===== config.mk =====
export PLATFORM = sky130hd
export DESIGN_NAME = btb_assoc_array
export DESIGN_NICKNAME = d
export VERILOG_FILES = /design/src/rtl/btb_assoc_array_pkg.sv /design/src/rtl/btb_assoc_array_plru.sv /design/src/rtl/btb_assoc_array.sv
export SDC_FILE = /design/constraint.sdc
export NUM_CORES = 2
export LEC_CHECK = 0
export BUFFER_PORTS_ARGS = -buffer_cell sky130_fd_sc_hd__buf_2
export CAP_MARGIN = 15
export CORE_UTILIZATION = 30
export DETAILED_ROUTE_END_ITERATION = 10
export PLACE_DENSITY = 0.49
export RECOVER_POWER = 100
export SYNTH_ARGS = -nofsm -noshare
export SYNTH_HDL_FRONTEND = slang
export SYNTH_HIERARCHICAL = 1
export SYNTH_SLANG_ARGS = --single-unit

===== constraint.sdc =====
create_clock -name clk -period 38.8 [get_ports clk]
set_input_delay 1.94 -clock clk [delete_from_list [all_inputs] [get_ports clk]]
set_output_delay 1.94 -clock clk [all_outputs]
set_load 0.01 [all_outputs]

===== src/rtl/btb_assoc_array_pkg.sv =====
// Shared definitions for the set-associative BTB: counter constants, flush FSM
// encoding and small helper functions.
package btb_assoc_array_pkg;

   localparam logic [1:0] CTR_WEAK_T  = 2'b10;
   localparam logic [1:0] CTR_WEAK_NT = 2'b01;
   localparam logic [1:0] CTR_MAX     = 2'b11;
   localparam logic [1:0] CTR_MIN     = 2'b00;

   typedef enum logic [0:0] {
      ST_IDLE  = 1'b0,
      ST_FLUSH = 1'b1
   } flush_state_e;

   // Saturating 2-bit direction counter step.
   function automatic logic [1:0] ctr_next(input logic [1:0] ctr, input logic taken);
      logic [1:0] res;
      if (taken) begin
         res = (ctr == CTR_MAX) ? ctr : ctr + 2'd1;
      end else begin
         res = (ctr == CTR_MIN) ? ctr : ctr - 2'd1;
      end
      return res;
   endfunction

   function automatic int plru_bits(input int ways);
      return (ways > 1) ? ways - 1 : 1;
   endfunction

endpackage


===== src/rtl/btb_assoc_array_plru.sv =====
// Per-set tree pseudo-LRU state for 1, 2 or 4 ways. Two touch ports; the update
// port wins when both touch the same set.
module btb_assoc_array_plru
   import btb_assoc_array_pkg::*;
#(
   parameter int NUM_SETS = 8,
   parameter int NUM_WAYS = 2,
   parameter int IDX_W    = $clog2(NUM_SETS),
   parameter int WAY_W    = (NUM_WAYS > 1) ? $clog2(NUM_WAYS) : 1
) (
   input  logic             clk,
   input  logic             rst,
   input  logic             lk_touch,
   input  logic [IDX_W-1:0] lk_set,
   input  logic [WAY_W-1:0] lk_way,
   input  logic             up_touch,
   input  logic [IDX_W-1:0] up_set,
   input  logic [WAY_W-1:0] up_way,
   input  logic [IDX_W-1:0] vic_set,
   output logic [WAY_W-1:0] victim
);

   localparam int PLRU_W = plru_bits(NUM_WAYS);

   // Bit 0 is the root (0: evict left half); bits 1/2 choose within each pair.
   function automatic logic [PLRU_W-1:0] touch(input logic [PLRU_W-1:0] bits,
                                               input logic [WAY_W-1:0]  way);
      logic [2:0] t;
      logic [1:0] w;
      t = 3'(bits);
      w = 2'(way);
      if (NUM_WAYS == 4) begin
         t[0] = ~w[1];
         t[1] = w[1] ? t[1] : ~w[0];
         t[2] = w[1] ? ~w[0] : t[2];
      end else begin
         t[0] = ~w[0];
      end
      return PLRU_W'(t);
   endfunction

   function automatic logic [WAY_W-1:0] pick(input logic [PLRU_W-1:0] bits);
      logic [2:0] t;
      logic [1:0] v;
      t = 3'(bits);
      if (NUM_WAYS == 4) begin
         v = t[0] ? {1'b1, t[2]} : {1'b0, t[1]};
      end else begin
         v = {1'b0, t[0]};
      end
      return WAY_W'(v);
   endfunction

   generate
      if (NUM_WAYS == 1) begin : g_single
         logic unused_s;
         assign unused_s = ^{clk, rst, lk_touch, lk_set, lk_way, up_touch, up_set, up_way, vic_set};
         assign victim   = '0;
      end else begin : g_tree
         logic [PLRU_W-1:0] plru_q [NUM_SETS];
         logic [PLRU_W-1:0] plru_d [NUM_SETS];
         logic              lk_wins_s;

         assign lk_wins_s = lk_touch && !(up_touch && (up_set == lk_set));

         // Apply lookup touch first so a same-set update touch overrides it.
         always_comb begin
            plru_d         = plru_q;
            plru_d[lk_set] = lk_wins_s ? touch(plru_q[lk_set], lk_way) : plru_q[lk_set];
            plru_d[up_set] = up_touch ? touch(plru_q[up_set], up_way) : plru_d[up_set];
         end

         // PLRU state register.
         always_ff @(posedge clk or posedge rst) begin
            if (rst) begin
               for (int s = 0; s < NUM_SETS; s++) begin
                  plru_q[s] <= '0;
               end
            end else begin
               plru_q <= plru_d;
            end
         end

         assign victim = pick(plru_q[vic_set]);
      end
   endgenerate

endmodule


===== src/rtl/btb_assoc_array.sv =====
// Set-associative branch target buffer: combinational lookup with update
// forwarding, counter training / allocation, and a one-set-per-cycle flush engine.
module btb_assoc_array
   import btb_assoc_array_pkg::*;
#(
   parameter int PC_W     = 32,
   parameter int NUM_SETS = 8,
   parameter int NUM_WAYS = 2
) (
   input  logic            clk,
   input  logic            rst,
   input  logic [PC_W-1:0] lk_pc,
   input  logic            lk_en,
   output logic            lk_hit,
   output logic [PC_W-1:0] lk_target,
   output logic            lk_taken,
   input  logic            up_en,
   input  logic [PC_W-1:0] up_pc,
   input  logic [PC_W-1:0] up_target,
   input  logic            up_taken,
   input  logic            flush_req,
   output logic            busy,
   output logic            flush_done
);

   localparam int IDX_W = $clog2(NUM_SETS);
   localparam int TAG_W = PC_W - IDX_W - 2;
   localparam int WAY_W = (NUM_WAYS > 1) ? $clog2(NUM_WAYS) : 1;
   localparam logic [IDX_W-1:0] PTR_LAST = IDX_W'(NUM_SETS - 1);

   logic [NUM_WAYS-1:0] valid_q  [NUM_SETS];
   logic [NUM_WAYS-1:0] valid_d  [NUM_SETS];
   logic [TAG_W-1:0]    tag_q    [NUM_SETS][NUM_WAYS];
   logic [TAG_W-1:0]    tag_d    [NUM_SETS][NUM_WAYS];
   logic [PC_W-1:0]     target_q [NUM_SETS][NUM_WAYS];
   logic [PC_W-1:0]     target_d [NUM_SETS][NUM_WAYS];
   logic [1:0]          ctr_q    [NUM_SETS][NUM_WAYS];
   logic [1:0]          ctr_d    [NUM_SETS][NUM_WAYS];

   flush_state_e        state_q, state_d;
   logic [IDX_W-1:0]    ptr_q, ptr_d;
   logic                flush_clr_s, flush_done_s;

   logic [IDX_W-1:0]    lk_idx_s, up_idx_s;
   logic [TAG_W-1:0]    lk_tag_s, up_tag_s;
   logic                unused_s;

   logic [NUM_WAYS-1:0] up_match_s;
   logic                up_act_s, up_hit_s, inv_found_s;
   logic [WAY_W-1:0]    up_hit_way_s, inv_way_s, victim_s;
   logic                wr_en_s;
   logic [WAY_W-1:0]    wr_way_s;
   logic [PC_W-1:0]     wr_target_s;
   logic [1:0]          wr_ctr_s;

   logic                lk_ok_s;
   logic [NUM_WAYS-1:0] lk_match_s;
   logic                lk_hit_s, lk_taken_s;
   logic [WAY_W-1:0]    lk_way_s;
   logic [PC_W-1:0]     lk_target_s;

   assign lk_idx_s = lk_pc[IDX_W+1:2];
   assign lk_tag_s = lk_pc[PC_W-1:IDX_W+2];
   assign up_idx_s = up_pc[IDX_W+1:2];
   assign up_tag_s = up_pc[PC_W-1:IDX_W+2];
   assign unused_s = ^{lk_pc[1:0], up_pc[1:0]};

   // Flush sequencer: walks ptr over every set, then drops back to idle.
   always_comb begin
      state_d      = state_q;
      ptr_d        = ptr_q;
      flush_clr_s  = 1'b0;
      flush_done_s = 1'b0;
      case (state_q)
         ST_IDLE: begin
            if (flush_req) begin
               state_d = ST_FLUSH;
               ptr_d   = '0;
            end else begin
               state_d = ST_IDLE;
            end
         end
         ST_FLUSH: begin
            flush_clr_s = 1'b1;
            if (ptr_q == PTR_LAST) begin
               state_d      = ST_IDLE;
               ptr_d        = '0;
               flush_done_s = 1'b1;
            end else begin
               ptr_d = ptr_q + IDX_W'(1'b1);
            end
         end
         default: begin
            state_d = ST_IDLE;
            ptr_d   = '0;
         end
      endcase
   end

   // Flush request in the same cycle takes priority over a pending update.
   assign up_act_s = up_en && (state_q == ST_IDLE) && !flush_req;

   // Update-side tag match, lowest invalid way, and the entry to be written.
   always_comb begin
      up_match_s   = '0;
      up_hit_s     = 1'b0;
      up_hit_way_s = '0;
      inv_found_s  = 1'b0;
      inv_way_s    = '0;
      for (int w = NUM_WAYS - 1; w >= 0; w--) begin
         up_match_s[w] = valid_q[up_idx_s][w] && (tag_q[up_idx_s][w] == up_tag_s);
         up_hit_s      = up_hit_s | up_match_s[w];
         up_hit_way_s  = up_match_s[w] ? WAY_W'(w) : up_hit_way_s;
         inv_found_s   = inv_found_s | ~valid_q[up_idx_s][w];
         inv_way_s     = valid_q[up_idx_s][w] ? inv_way_s : WAY_W'(w);
      end
      wr_en_s     = up_act_s && (up_hit_s || up_taken);
      wr_way_s    = up_hit_s ? up_hit_way_s : (inv_found_s ? inv_way_s : victim_s);
      wr_target_s = (up_hit_s && !up_taken) ? target_q[up_idx_s][up_hit_way_s] : up_target;
      wr_ctr_s    = up_hit_s ? ctr_next(ctr_q[up_idx_s][up_hit_way_s], up_taken) : CTR_WEAK_T;
   end

   // Post-edge array contents; lookup reads these so a same-cycle write is visible.
   always_comb begin
      valid_d  = valid_q;
      tag_d    = tag_q;
      target_d = target_q;
      ctr_d    = ctr_q;
      if (wr_en_s) begin
         valid_d[up_idx_s][wr_way_s]  = 1'b1;
         tag_d[up_idx_s][wr_way_s]    = up_tag_s;
         target_d[up_idx_s][wr_way_s] = wr_target_s;
         ctr_d[up_idx_s][wr_way_s]    = wr_ctr_s;
      end else if (flush_clr_s) begin
         valid_d[ptr_q] = '0;
      end else begin
         valid_d[up_idx_s] = valid_q[up_idx_s];
      end
   end

   assign lk_ok_s = !rst && lk_en && (state_q == ST_IDLE);

   // Lookup tag compare; tags are unique per set so OR-reduction selects the hit way.
   always_comb begin
      lk_match_s  = '0;
      lk_hit_s    = 1'b0;
      lk_way_s    = '0;
      lk_target_s = '0;
      lk_taken_s  = 1'b0;
      for (int w = 0; w < NUM_WAYS; w++) begin
         lk_match_s[w] = lk_ok_s && valid_d[lk_idx_s][w] && (tag_d[lk_idx_s][w] == lk_tag_s);
         lk_hit_s      = lk_hit_s | lk_match_s[w];
         lk_way_s      = lk_match_s[w] ? WAY_W'(w) : lk_way_s;
         lk_target_s   = lk_target_s | (lk_match_s[w] ? target_d[lk_idx_s][w] : '0);
         lk_taken_s    = lk_taken_s | (lk_match_s[w] & ctr_d[lk_idx_s][w][1]);
      end
   end

   // Entry arrays and flush FSM state.
   always_ff @(posedge clk or posedge rst) begin
      if (rst) begin
         state_q <= ST_IDLE;
         ptr_q   <= '0;
         for (int s = 0; s < NUM_SETS; s++) begin
            valid_q[s] <= '0;
            for (int w = 0; w < NUM_WAYS; w++) begin
               tag_q[s][w]    <= '0;
               target_q[s][w] <= '0;
               ctr_q[s][w]    <= CTR_WEAK_NT;
            end
         end
      end else begin
         state_q  <= state_d;
         ptr_q    <= ptr_d;
         valid_q  <= valid_d;
         tag_q    <= tag_d;
         target_q <= target_d;
         ctr_q    <= ctr_d;
      end
   end

   btb_assoc_array_plru #(
      .NUM_SETS (NUM_SETS),
      .NUM_WAYS (NUM_WAYS),
      .IDX_W    (IDX_W),
      .WAY_W    (WAY_W)
   ) u_plru (
      .clk      (clk),
      .rst      (rst),
      .lk_touch (lk_hit_s),
      .lk_set   (lk_idx_s),
      .lk_way   (lk_way_s),
      .up_touch (wr_en_s),
      .up_set   (up_idx_s),
      .up_way   (wr_way_s),
      .vic_set  (up_idx_s),
      .victim   (victim_s)
   );

   assign lk_hit     = lk_hit_s;
   assign lk_target  = lk_target_s;
   assign lk_taken   = lk_taken_s;
   assign busy       = (state_q == ST_FLUSH);
   assign flush_done = flush_done_s;

endmodule


==> impl_metrics.csv <==
group,metric,value,unit
clock_network,ctsResizeCount,0,
die,fp.dieH,437,um
critical_path,crit_slowest_cell,"clkbuf_1",
routing,wl_per_cell,32.6,um
critical_path,cp-end-kind,"primary output",
flow_run,drv_cap,64,
critical_path,r2r_slack,23630,ps
global_routing,grt_pass1_vias,51800,
routing,vias,53200,
placement,dp_hpwl,164000,um
timing,fmax,38.2,MHz
routing,ant_nets,0,
die,ios,138,
routing,viasPerCell,6.17,
timing,tns,0,ps
synthesis,synth_area_leaders,"dfrtp_1, nand2_1, mux4_2",
synthesis,avgSynthCellArea,9.18,um2
power,peakVddDrop,0.0378,mV
die,coreArea,188000,um2
global_routing,grt_pass1_wl,397000,um
routing,firstDrtPassIters,9,
timing,fin_crit_sh,67.5,%
synthesis,synth_flop_cell,"dfrtp_1",
die,start_util,30.2,%
clock_network,clock-root-buffer,"clkbuf_16",
clock_network,cts_hold_buf,0,
synthesis,syn_nets,6278,
die,num_rows,159,
clock_network,cts.sinks,1004,
timing,rsz0062_at_grt,"no",
timing,setup-violations-final,0,
critical_path,r2r-end,"u_plru/g_tree.plru_q[2]$_DFF_PP0_",
critical_path,worst-setup-path-type,"in2out",
clock_network,htree_levels,3,
synthesis,yosysSeqAreaShare,44.3,%
status,status,"complete, but fails checks",
layout,areaGrowthSynthToFinish,11.7,%
synthesis,synth_edf_count,0,
clock_network,cts_buffers,113,
synthesis,ys_ff_latch,1004,
timing,period_needed,26180,ps
critical_path,worstSetupStartpointType,"input pin",
synthesis,synth-async-reset-ratio,100,%
layout,nets,6131,
layout,drive_gt1_share,12.9,%
critical_path,critPathMaxStageDelay,5170,ps
synthesis,yosysWarnings,6,
timing,worst_pin_slew,8960,ps
timing,hold_viol_final,0,
timing,slew_headroom,-497,%
critical_path,path_max_fanout,104,
synthesis,syn_inst,6174,
global_routing,grt_overflow,0,
clock_network,cts_tree,"done",
routing,drt_iter0_markers,6857,
power,powerDensity,46.6,nW/um2
clock_network,cts_setup_buffers,0,
critical_path,required,36860,ps
routing,drc_errors,36,
synthesis,synthDominantCellAreaShare,43.6,%
die,die_area,191000,um2
power,p_leak,0.0274,uW
power,p_total,2950,uW
placement,place_congestion,0.961,
synthesis,synth.distinct_cells,98,
status,violations,"design-rule violations, max-capacitance violations, max-slew violations",
critical_path,ff2ff_path_depth,21,
critical_path,crit-reg2reg-launch,"tag_q[111]$_DFF_PP0_",
die,die_x,437,um
clock_network,cts_max_path_buffers,3,
critical_path,cp_common_cell,"clkbuf_1",
synthesis,synth_area,56700,um2
critical_path,crit_chain,"clkbuf_1 -> clkbuf_1 -> clkbuf_1 -> mux4_2 -> mux2i_1 -> xnor2_1 -> nor4_1 -> nand4_1 -> o31a_1 -> clkbuf_1 -> o21ai_0 -> clkbuf_1 -> nand2_1 -> o221a_2 -> o31ai_1 -> o211ai_1 -> nor4_1 -> nand4_1 -> buf_4 -> o32ai_1 -> buf_2",
timing,final_max_slew_viol_count,3107,
synthesis,yosysTopAreaCell,"dfrtp_1",
clock_network,clk_pin_slew,60,ps
global_routing,track_usage,28.7,%
min_path,worstHoldPathType,"reg2reg",
timing,timing.hold.ws,454,ps
min_path,worst_hold_path.num_cells,2,
routing,wl,281000,um
clock_network,clk_latency,790,ps
global_routing,antenna_found_initial,17,
global_routing,grt_max_degree,157,
critical_path,critPathArrivalTime,24240,ps
placement,place.port_buffers,133,
timing,clock_skew,36.1,ps
==> cell usage after synthesis (all sizes together) (69+ instances only) <==
| master | number |
|---|---|
| nand2 | 1592 |
| o21ai | 734 |
| mux2 | 120 |
| o221ai | 140 |
| a31oi | 82 |
| o22ai | 179 |
| mux4 | 180 |
| buf | 125 |
| a21oi | 77 |
| dfrtp | 988 |
| mux2i | 197 |
| clkbuf | 479 |
| nor2 | 173 |
| o211ai | 98 |
| nor3 | 69 |
==> critical path, delay by kind of cell <==
kind | cells | cell delay (ps)
XOR/XNOR | 1 | 170
multiplexers | 2 | 810
AO/OA/AOI/OAI | 6 | 4000
AND/OR/NAND/NOR | 5 | 3410
buffers and inverters | 7 | 13630
==> cell usage in the layout, fill, tap and decap left out, drive strengths merged, types with 21 or more instances in the layout <==
cell type  netlist  final
o22ai          179    179
xnor2           44     44
buf            125    219
dfrtp          988    988
a221o           56     56
or3             68     68
o221ai         140    140
o211ai          98     98
mux2i          197    197
o21a            21     21
clkbuf         479    294
nand2         1592   1592
o21ai          734    734
nor4            47     47
a221oi          27     27
a31oi           82     82
a21o            23     23
nand4           39     39
mux2           120    120
a211oi          34     34
nand3           47     47
nor3            69     69
nand2b          27     27
a22oi           39     39
inv             58     59
clkinv           1     29
nor2           173    173
mux4           180    180
a32oi           22     22
o32ai           41     41
a21oi           77     77
==> worst max-delay path by stage <==
stage	from	to	depth (start not counted)
finish	up_pc[4]	lk_target[21]	21
global route	up_pc[4]	lk_target[21]	21
CTS	up_pc[4]	lk_target[10]	22
detailed placement	up_pc[4]	lk_target[31]	22
global placement	up_pc[4]	lk_target[10]	22
floorplan	rst	busy$_DFF_PP0_	1
==> routing by layer <==
| layer | global-route usage [%] | share of wire [%] | up-vias |
|---|---|---|---|
| li1 | - | - | 22300 |
| met1 | 37.6 | 40 | 26800 |
| met2 | 43.7 | 44 | 3178 |
| met3 | 6.16 | 9.3 | 857 |
| met4 | 16.4 | 6.7 | 6 |
| met5 | 0 | 0.019 | - |
==> stage by stage <==
step / std cells / util, % / setup slack (ps) / cell area, um2
final: 8623 / 33.7 / 12620 / 63300
after global routing: 8618 / 33.7 / 13080 / 63300
after CTS: 8602 / 34.0 / 24730 / 63900
after detailed placement: 8395 / 32.1 / 24770 / 60200
after global placement: 8395 / 32.1 / 24950 / 60200
after floorplan: 6174 / - / 8860 / 56700
==> flip-flops by register name, indices dropped and copies added, names as in the netlist, named ones only <==
| name | flops |
|---|---|
| tag_q | 432 |
| u_plru/g_tree.plru_q | 8 |
| ptr_q | 3 |
| ctr_q | 16 |
| valid_q | 16 |
| busy | 1 |
| target_q | 512 |
==> cell families (layout without fill, tap and decap cells) <==
kind of cell | Yosys count | after routing | synth area share [%]
and+or+nand+nor | 2157 | 2157 | 16.0
xor gates and xnor gates | 64 | 64 | 1.00
AOI/OAI and AO/OA | 1784 | 1784 | 20.9
DFF | 1004 | 1004 | 44.3
muxes | 497 | 497 | 13.0
other | 0 | 9 | 0
adders and majority gates | 5 | 5 | 0.0971
buffers and inverters | 663 | 608 | 4.62
==> cell type report <==
class,count,area [um2]
well taps,2495,3120
multi-input cells,4507,29200
diodes,9,22.5
clock inverters,36,370
flip-flops and latches,1004,25100
repair buffers,342,1920
fillers,19700,124000
inverters,59,231
clock buffers,171,3370
==> power by group <==
| group | switching (uW) | total, uW | internal (uW) |
|---|---|---|---|
| logic | 351 | 548 | 197 |
| clock network | 491 | 1120 | 630 |
| registers | 100 | 1280 | 1180 |
(Power assumes the default switching activity.)
